### config.mk
export PLATFORM = sky130hd
export DESIGN_NAME = serializer_piso
export DESIGN_NICKNAME = d
export VERILOG_FILES = /design/src/rtl/ser_pkg.sv /design/src/rtl/ser_bit_cell.sv /design/src/rtl/serializer_piso.sv
export SDC_FILE = /design/constraint.sdc
export NUM_CORES = 1
export LEC_CHECK = 0
export CAP_MARGIN = 10
export CORE_MARGIN = 2
export CORE_UTILIZATION = 30
export CTS_CLUSTER_SIZE = 24
export DETAILED_ROUTE_END_ITERATION = 7
export PLACE_DENSITY = 0.59
export SLEW_MARGIN = 25
export SYNTH_ARGS = -nofsm -noshare
export SYNTH_HDL_FRONTEND = slang
export SYNTH_HIERARCHICAL = 1
export SYNTH_SLANG_ARGS = --single-unit
### constraint.sdc
create_clock -name clk -period 2.2 [get_ports clk]
set_clock_uncertainty 0.2 [all_clocks]
set_input_delay 0.66 -clock clk [delete_from_list [all_inputs] [get_ports clk]]
set_output_delay 0.66 -clock clk [all_outputs]
set_load 0.1 [all_outputs]
### src/rtl/ser_pkg.sv
// ============================================================================
// Module   : ser_pkg
// Brief    : Shared types and defaults for the serializer_piso block.
// Revision : 1.0 - initial release
// ============================================================================
`default_nettype none

package ser_pkg;

  localparam int SER_WIDTH_DEFAULT = 8;

  typedef enum logic [0:0] {
    IDLE  = 1'b0,
    SHIFT = 1'b1
  } ser_state_e;

endpackage : ser_pkg

`default_nettype wire

### src/rtl/ser_bit_cell.sv
// ============================================================================
// Module   : ser_bit_cell
// Brief    : One shift-register slice: 2:1 load/shift mux feeding an async-reset flop.
// Revision : 1.0 - initial release
// ============================================================================
`default_nettype none

module ser_bit_cell (
  input  logic clk,
  input  logic rst,
  input  logic sel_i,
  input  logic load_bit_i,
  input  logic shift_bit_i,
  output logic q_o
);

  logic bit_d;
  logic bit_q;

  assign bit_d = sel_i ? load_bit_i : shift_bit_i;

  always_ff @(posedge clk or posedge rst) begin
    if (rst) begin
      bit_q <= 1'b0;
    end else begin
      bit_q <= bit_d;
    end
  end

  assign q_o = bit_q;

endmodule : ser_bit_cell

`default_nettype wire

### src/rtl/serializer_piso.sv
// ============================================================================
// Module   : serializer_piso
// Brief    : Parallel-in serial-out serializer, LSB first, with frame framing.
//            Define SERIALIZER_PARITY_EN to append an even-parity bit per frame.
// Revision : 1.0 - initial release
// ============================================================================
`default_nettype none

module serializer_piso
  import ser_pkg::*;
#(
  parameter int WIDTH = SER_WIDTH_DEFAULT
) (
  input  logic             clk,
  input  logic             rst,
  input  logic [WIDTH-1:0] din,
  input  logic             load_valid,
  output logic             ready,
  output logic             sout,
  output logic             sout_valid,
  output logic             last
);

  localparam int CNT_W = $clog2(WIDTH + 1);
`ifdef SERIALIZER_PARITY_EN
  localparam int FRAME_LEN = WIDTH + 1;
`else
  localparam int FRAME_LEN = WIDTH;
`endif
  localparam logic [CNT_W-1:0] LAST_CNT = CNT_W'(FRAME_LEN - 1);

  ser_state_e       state_q;
  logic [CNT_W-1:0] cnt_q;
  logic [WIDTH-1:0] shreg_q;
  logic [WIDTH-1:0] shift_in;
  logic             load_sel;
  logic             frame_bit;
  logic             at_last;

  // Loads are only honoured in IDLE; a request during a frame is dropped.
  assign load_sel = (state_q == IDLE) && load_valid;
  assign shift_in = {1'b0, shreg_q[WIDTH-1:1]};

  for (genvar i = 0; i < WIDTH; i++) begin : g_bit
    ser_bit_cell u_cell (
      .clk         (clk),
      .rst         (rst),
      .sel_i       (load_sel),
      .load_bit_i  (din[i]),
      .shift_bit_i (shift_in[i]),
      .q_o         (shreg_q[i])
    );
  end

  assign at_last = (cnt_q == LAST_CNT);

  always_ff @(posedge clk or posedge rst) begin
    if (rst) begin
      state_q <= IDLE;
      cnt_q   <= '0;
    end else begin
      case (state_q)
        IDLE: begin
          if (load_valid) begin
            state_q <= SHIFT;
            cnt_q   <= '0;
          end
        end
        SHIFT: begin
          if (at_last) begin
            state_q <= IDLE;
            cnt_q   <= '0;
          end else begin
            cnt_q <= cnt_q + CNT_W'(1);
          end
        end
        default: begin
          state_q <= IDLE;
          cnt_q   <= '0;
        end
      endcase
    end
  end

`ifdef SERIALIZER_PARITY_EN
  logic parity_q;

  always_ff @(posedge clk or posedge rst) begin
    if (rst) begin
      parity_q <= 1'b0;
    end else if (load_sel) begin
      parity_q <= ^din;
    end
  end

  // Past the data bits the slot carries the captured parity.
  assign frame_bit = (cnt_q == CNT_W'(WIDTH)) ? parity_q : shreg_q[0];
`else
  assign frame_bit = shreg_q[0];
`endif

  // Every output decodes registered state only, so rst forces them at once.
  assign ready      = (state_q == IDLE);
  assign sout_valid = (state_q == SHIFT);
  assign sout       = sout_valid & frame_bit;
  assign last       = sout_valid & at_last;

endmodule : serializer_piso

`default_nettype wire

==> impl_metrics.env <==
export IMPL_fin_crit_ns=2.19
export IMPL_ys_warn_count=6
export IMPL_layout_common_cells="12 x dfrtp_1, 10 x inv_1, 10 x clkdlybuf4s50_1, 8 x mux2_4, 5 x buf_4"
export IMPL_routedWlPerCell_um=11.0
export IMPL_cts_made_buffers=3
export IMPL_critPathCaptureType="primary output"
export IMPL_dp_final_hpwl_um=805
export IMPL_clock_path_buffers=2
export IMPL_netSwitchingPower_uw=622
export IMPL_route_antenna_remaining_nets=0
export IMPL_syn_to_final_growth_pct=53.0
export IMPL_clock_latency_ns=0.27
export IMPL_rsz0062_at_grt="true"
export IMPL_placed_cell_area_um2=841
export IMPL_crit_type="reg -> out"
export IMPL_portBuffers=14
export IMPL_drc=0
export IMPL_use_met1=0.128
export IMPL_grt_max_degree=10
export IMPL_hp_class="reg -> reg"
export IMPL_ios=15
export IMPL_h_tree_depth=1
export IMPL_max_freq_mhz=457
export IMPL_grt_ovfl_total=0
export IMPL_firstDrtPassIters=4
export IMPL_synth_top_family_by_area="multiplexers"
export IMPL_finalPower_mw=1.47
export IMPL_stdcell_area_um2=925
export IMPL_drive_above_1_share=0.378
export IMPL_critPathRequiredTime_ns=1.34
export IMPL_finalSetupViolations=0
export IMPL_ys_types=17
export IMPL_core_um2=1920
export IMPL_leakagePower_nw=0.434
export IMPL_p_int_uw=843
export IMPL_cp_start_kind="flop"
export IMPL_slew_violations=0
export IMPL_grt_pass1_vias=421
export IMPL_ir_drop_mv=0.839
export IMPL_outcome="complete, no violations"
export IMPL_track_usage=0.107
export IMPL_die_y_um=48.9
export IMPL_num_nets_final=87
export IMPL_pwr_share_seq=0.314
export IMPL_synthSimpleGateAreaFrac=0.0911
export IMPL_die_w_um=48.9
export IMPL_muxShareOfSynthArea=0.199
export IMPL_syn_inst=51
export IMPL_use_met2=0.151
export IMPL_synth_xor_area_frac=0.0145
export IMPL_start_util=0.314
export IMPL_cts_root_buf="clkbuf_4"
export IMPL_viasPerCell=4.22
export IMPL_die_area_um2=2390
export IMPL_rows=16
export IMPL_busiest_layer="met2"
export IMPL_drv_cap=0
export IMPL_synth_fa_ha_area_frac=0.0207
export IMPL_vias=426
export IMPL_crit_path_max_fanout=3
export IMPL_timing_final_crit_share=0.995
export IMPL_drt_total_wl_um=1110
export IMPL_gp_congestion=0.731
export IMPL_synth_compound_area_frac=0.0621
export IMPL_avgSynthCellArea_um2=11.8
export IMPL_synth_area_um2=604
export IMPL_combPwrFrac=0.588
export IMPL_grt_pass1_wl_um=1870
export IMPL_cts_tree="done"
export IMPL_cts_clk_slew_worst_paths_ns=0.08
export IMPL_antenna_found_initial=0
export IMPL_cts_hold_buffers=0
export IMPL_cts_sinks=13
export IMPL_power_density_nw_per_um2=1580
export IMPL_syn_num_nets=63
export IMPL_yosys_register_bits=13
export IMPL_hold_viol=0
export IMPL_arrival_ns=1.33
export IMPL_switching_share=0.425
export IMPL_use_met3=0.0491
export IMPL_yosysSeqAreaShare=0.538
export IMPL_n_antenna_cell=0
export IMPL_drt_initial_drc_count=8
export IMPL_pwr_share_clk=0.098
export IMPL_mostFrequentLayoutCell="dfrtp_1"
-- metrics by stage --
| stage | std cells | TNS [ns] | util | hold WS, ns | setup WS [ns] |
|---|---|---|---|---|---|
| 4_1_cts | 98 | 0 | 0.462 | 0.296 | 0.00485 |
| 3_5_place_dp | 92 | 0 | 0.438 | 0.270 | 0.0487 |
| 3_3_place_gp | 92 | 0 | 0.438 | 0.262 | 0.0581 |
| 5_1_grt | 101 | -0.0774 | 0.481 | 0.302 | -0.0774 |
| 6_report | 101 | 0 | 0.481 | 0.290 | 0.0112 |
| 2_1_floorplan | 51 | -0.242 | - | 0.189 | -0.242 |
-- power by group through the flow --
| stage | Combinational (mW) | Clock, mW | Sequential (mW) |
|---|---|---|---|
| finish | 0.862 | 0.143 | 0.460 |
| global route | 0.903 | 0.170 | 0.473 |
| CTS | 0.819 | 0.154 | 0.449 |
| detailed placement | 0.778 | 0 | 0.456 |
| global placement | 0.768 | 0 | 0.450 |
| floorplan | 0.497 | 0 | 0.495 |
-- synth_stat cells, drive strengths merged --
cell type | count | area [um^2]
a21oi | 1 | 5.00
conb | 1 | 3.75
nor2 | 2 | 7.51
nand3 | 2 | 10.0
xnor2 | 1 | 8.76
and2 | 1 | 7.51
dfrtp | 13 | 325
o21ai | 2 | 10.0
nand2 | 3 | 11.3
nor3 | 1 | 10.0
a22o | 1 | 10.0
o22ai | 2 | 12.5
inv | 11 | 41.3
mux2 | 8 | 120
ha | 1 | 12.5
and2b | 1 | 8.76
-- worst max-delay path, stage by stage, from the launching register on --
cell and delay (ns):
dfrtp_1 0.40, ha_4 0.17, nand2_4 0.06, nor3_4 0.22
buf_12 0.20
-- per-layer routing --
metal / up-vias / wire (um)
li1: 209 / -
met4: 0 / 12
met3: 2 / 41
met1: 207 / 494
met2: 8 / 564
met5: - / 0
-- worst paths after layout --
check,startpoint,to,slack [ns],cells past startpoint
worst min register to register,g_bit[4].u_cell/q_o,g_bit[3].u_cell/q_o,0.29,1
min in group asynchronous,rst,g_bit[0].u_cell/q_o,0.54,2
max in group asynchronous,rst,sout_valid,0.97,2
worst min-delay path,g_bit[4].u_cell/q_o,g_bit[3].u_cell/q_o,0.29,1
worst max register to register,sout_valid,g_bit[5].u_cell/q_o,0.58,2
worst max-delay path,cnt_q[1],last,0.01,4
-- cells by family (layout without fill, tap and decap cells) --
logic type               count (synthesis)  after routing
XOR/XNOR                                 1              1
flip-flops                              13             13
other                                    1              1
multiplexers                             8              8
AO/OA/AOI/OAI                            6              6
buffers and inverters                   11             34
AND/OR/NAND/NOR                         10             10
adder cells (fa/ha/maj)                  1              1
-- timing repair --
item                       4_1_cts  5_1_grt
setup endpoints to repair        1        1
pin swaps                        1        2
gates cloned                     0        0
buffers inserted                 2        3
gates resized for setup          2        2
-- registers in the layout (all words and copies together) (netlist names) --
register	cells
cnt_q	4
g_bit.u_cell/q_o	8
sout_valid	1
-- layout make-up --
| type | instances | area, um^2 |
|---|---|---|
| Sequential cell | 13 | 329 |
| Clock buffer | 4 | 26.3 |
| Tap cell | 27 | 33.8 |
| Multi-Input combinational cell | 27 | 264 |
| Fill cell | 189 | 997 |
| Inverter | 11 | 53.8 |
| Timing Repair Buffer | 19 | 218 |
Note: power is estimated with default switching activity, not from simulation.
==> RTL change (config.mk and constraints unchanged) <==
Add a define of `SERIALIZER_PARITY_EN`.
--- a/src/rtl/serializer_piso.sv
+++ b/src/rtl/serializer_piso.sv
@@ -5,6 +5,8 @@
 // Revision : 1.0 - initial release
 // ============================================================================
 `default_nettype none
+
+`define SERIALIZER_PARITY_EN
 
 module serializer_piso
   import ser_pkg::*;
Check against the original RTL: not equivalent (Yosys sat finds a counterexample within 10 cycles, from zero or initial values and one cycle with rst high).
==> RTL change against the unedited design <==
  * Maximum frequency is 6.0% lower
  * Worst hold slack worse by 0.0020 ns
  * Final area is 19% higher
  * Clock power is 6% higher
  * Critical path type unchanged
  * Sequential cell count is 1 higher
  * The flow now finishes with violations (negative setup slack)
  * First-iteration DRC count is 25% lower
  * Setup slack worse by 0.14 ns
  * Die area is 19% higher
  * Routed wire length is 20% higher
  * Largest cell class is now multi-input combinational cells
  * Power is 4.1% lower
  * Synthesized area is 20% higher
  * Non-clock buffer count is 5 higher
==> RTL change: results <==
set metrics [dict create \
    whs_ns 0.288 \
    wl_met2_um 706 \
    finalSetupViolations 2 \
    pg_seq_mw 0.446 \
    grt.total_usage_pct 11.8 \
    r2r-end "g_bit[3].u_cell/q_o$_DFF_PP0_" \
    dp_hpwl_um 943 \
    grt_pass1_wl_mm 2.34 \
    cp_top_family "buffers and inverters" \
    seqCellArea_um2 354 \
    place_ws_ns 0.0414 \
    status "finished, violations left" \
    setup_slack_ns -0.129 \
    drt_iter0_markers 6 \
    cts.sinks 14 \
    drive_above_1_share_pct 36.8 \
    violations "negative setup slack" \
    yosysUniqueCellTypes 18 \
    netlist_area_um2 728 \
    worstHoldStart "g_bit[3].u_cell/q_o$_DFF_PP0_" \
    synth_fp_nets 80 \
    drt-pass1-iter-count 3 \
    nFillCells 232 \
    multi_input_area_share_pct 34.9 \
    via_per_inst 4.49 \
    yosysSeqAreaShare_pct 48.1 \
]
[RTL change: cell count changes after synthesis, sizes merged, moves of 2 or more]
cell,change
nor2,+3
o22ai,-2
o31ai,+2
xnor2,+6
[RTL change: cell families after synthesis]
kind of cell / synth area share, %
AOI/OAI and AO/OA: 8.42
buffers and inverters: 6.19
adders and majority gates: 3.44
muxes: 16.5
DFF: 48.1
other: 0.515
xor gates and xnor gates: 8.42
and+or+nand+nor: 8.42
[RTL change: worst max path at each step]
stage	start	to	slack (ns)	cells past startpoint
floorplan	sout_valid$_DFF_PP0_	last	-0.85	2
global placement	cnt_q[1]$_DFFE_PP0P_	sout	0.05	7
detailed placement	cnt_q[1]$_DFFE_PP0P_	sout	0.04	6
CTS	cnt_q[1]$_DFFE_PP0P_	sout	-0.18	7
global route	cnt_q[1]$_DFFE_PP0P_	sout	-0.22	7
finish	cnt_q[1]$_DFFE_PP0P_	last	-0.13	6
